--- src/rtl/perif_bus_ctrl_pkg.sv ---
`default_nettype none
// +----------------------------------------------------------------------+
// | perif_pkg : shared state encoding, window defaults and slot indices  |
// | Revision  : 1.0                                                      |
// +----------------------------------------------------------------------+
package perif_pkg;

    typedef enum logic [1:0] {
        IDLE   = 2'd0,
        ACCESS = 2'd1,
        RESP   = 2'd2
    } state_t;

    localparam logic [31:0] DEFAULT_BASE_ADDR = 32'hFFFF_F000;
    localparam logic [31:0] DEFAULT_ERR_DATA  = 32'hBADB_0BAD;

    localparam int SLOT_UART_RX = 5;
    localparam int SLOT_UART_TX = 4;
    localparam int SLOT_TIMER   = 0;

endpackage
`default_nettype wire

--- src/rtl/perif_bus_ctrl_slot_mux.sv ---
`default_nettype none
// +----------------------------------------------------------------------+
// | perif_slot_mux : NSLOT:1 selection of slave read data and ready      |
// | Revision       : 1.0                                                 |
// +----------------------------------------------------------------------+
module perif_slot_mux #(
    parameter int NSLOT = 8,
    parameter int IDX_W = $clog2(NSLOT)
) (
    input  logic [IDX_W-1:0]    slot,
    input  logic [32*NSLOT-1:0] perif_rdata,
    input  logic [NSLOT-1:0]    perif_ready,
    output logic [31:0]         sel_rdata,
    output logic                sel_ready
);

    logic [31:0] words [NSLOT];

    generate
        for (genvar i = 0; i < NSLOT; i++) begin : g_unpack
            assign words[i] = perif_rdata[32*i +: 32];
        end
    endgenerate

    always_comb begin
        sel_rdata = words[slot];
        sel_ready = perif_ready[slot];
    end

endmodule
`default_nettype wire

--- src/rtl/perif_bus_ctrl.sv ---
`default_nettype none
// +----------------------------------------------------------------------+
// | perif_bus_ctrl : PicoRV32 peripheral-window decoder with timeout     |
// | Revision       : 1.0                                                 |
// +----------------------------------------------------------------------+
module perif_bus_ctrl
    import perif_pkg::*;
#(
    parameter logic [31:0] BASE_ADDR  = DEFAULT_BASE_ADDR,
    parameter int          NSLOT      = 8,
    parameter int          SLOT_SHIFT = 4,
    parameter int          TIMEOUT    = 1023,
    parameter logic [31:0] ERR_DATA   = DEFAULT_ERR_DATA
) (
    input  logic                clk,
    input  logic                resetn,
    input  logic                mem_valid,
    input  logic                mem_instr,
    input  logic [31:0]         mem_addr,
    input  logic [3:0]          mem_wstrb,
    input  logic [31:0]         mem_wdata,
    output logic                mem_ready,
    output logic [31:0]         mem_rdata,
    output logic [NSLOT-1:0]    perif_enable,
    output logic                perif_valid,
    output logic [31:0]         perif_addr,
    output logic [3:0]          perif_wstrb,
    output logic [31:0]         perif_wdata,
    input  logic [NSLOT-1:0]    perif_ready,
    input  logic [32*NSLOT-1:0] perif_rdata,
    input  logic                err_clear,
    output logic                bus_error,
    output logic [31:0]         err_addr
);

    localparam int IDX_W = $clog2(NSLOT);
    localparam int WIN_LO = SLOT_SHIFT + IDX_W;
    localparam int CNT_W = $clog2(TIMEOUT + 1);

    state_t           state;
    logic [IDX_W-1:0] slot;
    logic [CNT_W-1:0] wait_cnt;
    logic             hit;
    logic [IDX_W-1:0] req_slot;
    logic [31:0]      sel_rdata;
    logic             sel_ready;

    assign hit      = (mem_addr[31:WIN_LO] == BASE_ADDR[31:WIN_LO]);
    assign req_slot = mem_addr[WIN_LO-1:SLOT_SHIFT];

    perif_slot_mux #(
        .NSLOT (NSLOT),
        .IDX_W (IDX_W)
    ) u_slot_mux (
        .slot        (slot),
        .perif_rdata (perif_rdata),
        .perif_ready (perif_ready),
        .sel_rdata   (sel_rdata),
        .sel_ready   (sel_ready)
    );

    always_ff @(posedge clk or negedge resetn) begin
        if (!resetn) begin
            state        <= IDLE;
            slot         <= '0;
            wait_cnt     <= '0;
            mem_ready    <= 1'b0;
            mem_rdata    <= '0;
            perif_enable <= '0;
            perif_valid  <= 1'b0;
            perif_addr   <= '0;
            perif_wstrb  <= '0;
            perif_wdata  <= '0;
            bus_error    <= 1'b0;
            err_addr     <= '0;
        end else begin
            mem_ready <= 1'b0;
            // Any error raised below overrides this clear.
            if (err_clear) begin
                bus_error <= 1'b0;
            end
            case (state)
                IDLE: begin
                    if (mem_valid && hit) begin
                        if (mem_instr) begin
                            state     <= RESP;
                            mem_ready <= 1'b1;
                            mem_rdata <= ERR_DATA;
                            bus_error <= 1'b1;
                            err_addr  <= mem_addr;
                        end else begin
                            state              <= ACCESS;
                            slot               <= req_slot;
                            wait_cnt           <= '0;
                            perif_valid        <= 1'b1;
                            perif_enable       <= '0;
                            perif_enable[req_slot] <= 1'b1;
                            perif_addr         <= mem_addr;
                            perif_wstrb        <= mem_wstrb;
                            perif_wdata        <= mem_wdata;
                        end
                    end
                end
                ACCESS: begin
                    if (sel_ready) begin
                        state        <= RESP;
                        mem_ready    <= 1'b1;
                        mem_rdata    <= (perif_wstrb == 4'b0000) ? sel_rdata : 32'h0;
                        perif_valid  <= 1'b0;
                        perif_enable <= '0;
                    end else if (wait_cnt == CNT_W'(TIMEOUT)) begin
                        state        <= RESP;
                        mem_ready    <= 1'b1;
                        mem_rdata    <= ERR_DATA;
                        bus_error    <= 1'b1;
                        err_addr     <= perif_addr;
                        perif_valid  <= 1'b0;
                        perif_enable <= '0;
                    end else begin
                        wait_cnt <= wait_cnt + CNT_W'(1);
                    end
                end
                RESP: begin
                    state <= IDLE;
                end
                default: begin
                    state <= IDLE;
                end
            endcase
        end
    end

endmodule
`default_nettype wire

--- config.mk ---
export PLATFORM = sky130hd
export DESIGN_NAME = perif_bus_ctrl
export DESIGN_NICKNAME = d
export VERILOG_FILES = /design/src/rtl/perif_bus_ctrl_pkg.sv /design/src/rtl/perif_bus_ctrl_slot_mux.sv /design/src/rtl/perif_bus_ctrl.sv
export SDC_FILE = /design/constraint.sdc
export NUM_CORES = 1
export LEC_CHECK = 0
export CORE_AREA = 2 2 185 187
export DETAILED_ROUTE_END_ITERATION = 16
export DIE_AREA = 0 0 187 189
export GPL_ROUTABILITY_DRIVEN = 0
export PLACE_DENSITY = 0.65
export RECOVER_POWER = 25
export SETUP_SLACK_MARGIN = 0.05
export SYNTH_ARGS = -nofsm -noshare
export SYNTH_HDL_FRONTEND = slang
export SYNTH_HIERARCHICAL = 1
export SYNTH_SLANG_ARGS = --single-unit
--- constraint.sdc ---
create_clock -name clk -period 3.1 [get_ports clk]
set_clock_uncertainty 0.15 [all_clocks]
set_input_delay 0.465 -clock clk [delete_from_list [all_inputs] [get_ports clk]]
set_output_delay 0.465 -clock clk [all_outputs]
set_load 0.05 [all_outputs]
After elaboration in Yosys (flattened, before gate mapping)
Index checks and enable logic that the tools add are counted.
Word-level totals
  bits in registers: 158
  bits in latches: 0
  bits in writable memories: 0
  ROM bits: 0
  bits of input ports: 337
  output and inout bits: 143
  logic and storage cells: 89
  memories kept: 0
Cells by class
  add/sub/neg operators: 1
  $mul: 0
  div/mod/pow operators: 0
  order comparisons: 4
  equality and inequality tests: 10
  shifts and indexed selects: 0
  muxes and demuxes: 49
  bitwise operators: 2
  reduce and logical (&&, ||, !) cells: 11
Operators with widths (number)
  $mux 32: 11
  $pmux 32 s2: 2
  $bmux 32 s3: 1
  $mux 10: 4
  $mux 8: 4
  $eq 25x25->1 const B: 1
  $pmux 10 s2: 1
  $pmux 8 s2: 1
  $mux 1: 15
  $ne 2x2->1 const B: 6
  $add 10x1->10 const B: 1
  $eq 10x10->1 const B: 1
  $reduce_and 5->1: 2
  $lt 3x4->1 const B: 2
  $mux 2: 4
  $reduce_and 4->1: 2
  $pmux 1 s2: 3
  $ge 4x4->1 const B: 1
  $logic_not 4->1: 1
  $not 3->4: 1
  $pmux 2 s2: 1
  $bmux 1 s3: 1
  $demux 1 s3: 1
  $ge 3x1->1 const B: 1
  other kinds (8): 9

Longest topological paths before layout
  depth after elaboration: 7
  gate-level depth with buffers: 10
  depth with buffers taken out: 7

Cells and area by module
Netlist, hierarchy kept.
Modules (own cells, without submodules)
  perif_bus_ctrl: times used 1, cells each 491, area an instance 6358.6 µm², sequential area each 3878.7 µm²
  perif_slot_mux: times used 1, cells each 117, area an instance 1993.2 µm², sequential area each 0.0 µm²

Least setup slack after synthesis
Ideal clock, no wire load.
  path kind: reg-to-reg
  start point: register perif_addr[4] (netlist name)
  end point: register err_addr[12]
  library setup time: 0.125 ns
  arrival: 2.964 ns
  required time: 2.825 ns
  slack: -0.138 ns
  stages on the path, launching flop included: 9
  buffers on the path: 3
  clock period less this slack: 3.238 ns
  cells stage by stage: dfrtp_1 -> buf_6 -> buf_6 -> mux4_2 -> mux2_2 -> or3_4 -> a21oi_4 -> buf_6 -> mux2_2
RTL lines
  end signal, assigned: line perif_bus_ctrl.sv:90  | err_addr <= mem_addr;
  end signal, assigned: line perif_bus_ctrl.sv:116  | err_addr <= perif_addr;
  end, declared: line perif_bus_ctrl.sv:33  | output logic [31:0] err_addr

==> run metrics <==
vias 7437; Final Slew Violations 61; YS warnings 6; hold_buf cts 1; gr usage total ~20%; largest stage delay on the critical path between 0.5 and 0.6 ns; num rows between 60 and 70; Avg WL per Cell 22.9 um; Clock Sink Count 155; hold_sp perif_wdata[31]; global-route wire length before repair 52900 um; Worst path slowest cell mux4_1; Inserted Clock Buffers 17; commonest non-fill, non-tap cell in the layout clkdlybuf4s50_1; Hold Path Class reg2reg; ranking of synthesized cells by area dfrtp_1 46%, mux4_2 16%, mux2_2 16%; share of layout cells above drive strength 1 ~22%; synthesized flop and latch total roughly 160; Max rail drop VDD about 290 uV; vias in the first global route 7967; WL final 35600 um; Async S/R FF share, synth 100%; fin crit share roughly nine tenths; Initial Util 25.1%; Port Buf Inserts approximately 480; CTS root buffer clkbuf_16; post-route ant nets 0; Avg Inst Size Synth 13.7 sq um; grt ovf 0; die width 187 um; final hold violation count 0; Top Family by Delay on Critical Path multiplexers; predominant post-synthesis flop cell dfrtp_1; Synth Instances 608; chip height 189 um; Post-synth EDFFs 0; placed inst area 0.0137 sq mm; crit path kind reg2reg; failing checks capacitance limit, slew limit; maximum clock rate 0.355 GHz; initial antenna violation count 10; post-layout util 43.1%; Ports 480; Crit. End Element flop; startpoint types flop; setup_tns 0 ns; crit-path cells mux4_1, mux2_2, or3_4, a21oi_4, buf_12, mux2_2; post-synth net total 946; Critical Path Start perif_addr[4]; unrepaired setup endpoints after global routing no; Pwr Density 347 mW/mm^2; most frequent cells in the layout 477 x clkdlybuf4s50_1, 151 x dfrtp_1, 115 x mux2_2; P_leak 5.94 nW; # DRC 0; outcome finished, violations left; Seq/Total Area, Yosys between 40% and 50%; CP max FO 33; clock transition at the registers of the reported paths 0.07 ns; Layout Cells excl Fill 1556; final setup violation count 0; worst relative slew slack -1.41%; leading area contributor after synthesis dfrtp_1; TritonCTS clock tree done; Netlist cell types 49; share of the synthesized area in the top cell type 46.4%; Max Cap Viol 1; Worst Path Arrival 2.98 ns; Buf/Inv on CP 1; Filler cells 3136; most frequent cell on the critical path mux2_2; H-tree Lvls 4; post-cts gate resize count 0; worst r2r src perif_addr[4]; nets 1424; critical path required time 3.26 ns; Pre-antenna DRT Iters 4; mapped cell area approximately 0.0084 sq mm; synthesis-to-finish area growth 71.7%; routed vias/inst 4.78; measured slew at the worst slew-check pin around 1.5 ns; Final Cell Area about 0.014 sq mm; largest net degree at the start of global routing between 60 and 70; hpwl dp between 20000 and 30000 um; Skew-Pair Late Insertion Delay 0.43 ns; cell count after placement 1514; Clock Tree Buf Depth 2; Initial DRC Count 254; Core Area 0.0333 sq mm; die area about 0.035 sq mm; setup bufs post-CTS 0; post-route minimum period approximately 2.8 ns
## cells in the mapped netlist, types with 6 or more instances
| cell | count |
|---|---|
| and2_1 | 6 |
| inv_1 | 7 |
| nand2_1 | 71 |
| nand4_1 | 7 |
| mux2_2 | 115 |
| a2bb2oi_1 | 19 |
| buf_2 | 9 |
| mux4_2 | 60 |
| a31oi_1 | 7 |
| clkbuf_1 | 21 |
| nor2_1 | 6 |
| buf_6 | 8 |
| mux4_1 | 6 |
| dfrtp_1 | 155 |
| nor3_1 | 8 |
| a22o_1 | 15 |
| mux2_1 | 11 |
| nand2b_1 | 23 |
## per-stage QoR
stage	worst slack, ns	hold WS, ns	total power, mW
floorplan	0.0608	0.0194	2.30
global placement	-0.117	0.302	2.87
detailed placement	-0.122	0.313	2.87
CTS	0.262	0.329	5.07
global route	0.112	0.351	5.18
finish	0.279	0.323	4.98
## routing by layer
layer | global-route usage, % | vias to the layer above | share of wire, %
met4 | 6.81 | 2 | 2.9
met2 | 34.8 | 337 | 50
met1 | 23.2 | 3781 | 39
li1 | - | 3279 | -
met5 | 0 | - | 0.037
met3 | 6.49 | 38 | 8.3
## state kept, by name (all words and copies together) (netlist names)
| register | cells |
|---|---|
| perif_valid | 1 |
| wait_cnt | 10 |
| perif_wstrb | 4 |
| mem_ready | 1 |
| state | 2 |
| perif_wdata | 32 |
| err_addr | 32 |
| perif_enable | 8 |
| bus_error | 1 |
| perif_addr | 32 |
| mem_rdata | 32 |
## path summary, 6_finish.rpt
| kind | endpoint | slack, ns | depth (start not counted) |
|---|---|---|---|
| setup / recovery | err_addr[12] | 0.28 | 6 |
| hold / removal | perif_wdata[31] | 0.32 | 2 |
| setup reg to reg | err_addr[12] | 0.28 | 6 |
| hold reg to reg | perif_wdata[31] | 0.32 | 2 |
| max in group asynchronous | mem_rdata[17] | 0.56 | 3 |
| min in group asynchronous | perif_addr[1] | 0.76 | 2 |
## report_power, final
part / switching [mW] / internal (mW) / leakage [nW] / total [mW]
clock network: 1.06 / 1.09 / 0.295 / 2.15
logic: 0.263 / 0.510 / 3.52 / 0.773
registers: 0.0112 / 2.04 / 2.12 / 2.05
total: 1.33 / 3.65 / 5.94 / 4.98
## cells by family after synthesis
kind of cell    Yosys count  synth area share (%)
mux                     192                  35.1
xor+xnor                  1                 0.105
fa+ha+maj                 1                 0.150
flops                   155                  46.4
buf+inv                  51                  3.33
simple gates            147                  8.93
compound gates           61                  5.99
## area by class of cell
cell class / instances / area, sq um / area share (%)
multi-input cells: 402 / 4210 / 29.4
well taps: 448 / 561 / 3.91
diodes: 9 / 22.5 / 0.157
inverters: 8 / 30.0 / 0.209
clock inverters: 15 / 178 / 1.24
flip-flops and latches: 155 / 3890 / 27.1
clock buffers: 17 / 425 / 2.97
repair buffers: 502 / 5030 / 35.1
## worst min-delay path, delay by kind of cell (launching register included)
| kind | cells | cell delay (ns) |
|---|---|---|
| flip-flops | 1 | 0.34 |
| AND/OR/NAND/NOR | 2 | 0.10 |
Note: power is estimated with default switching activity, not from simulation.
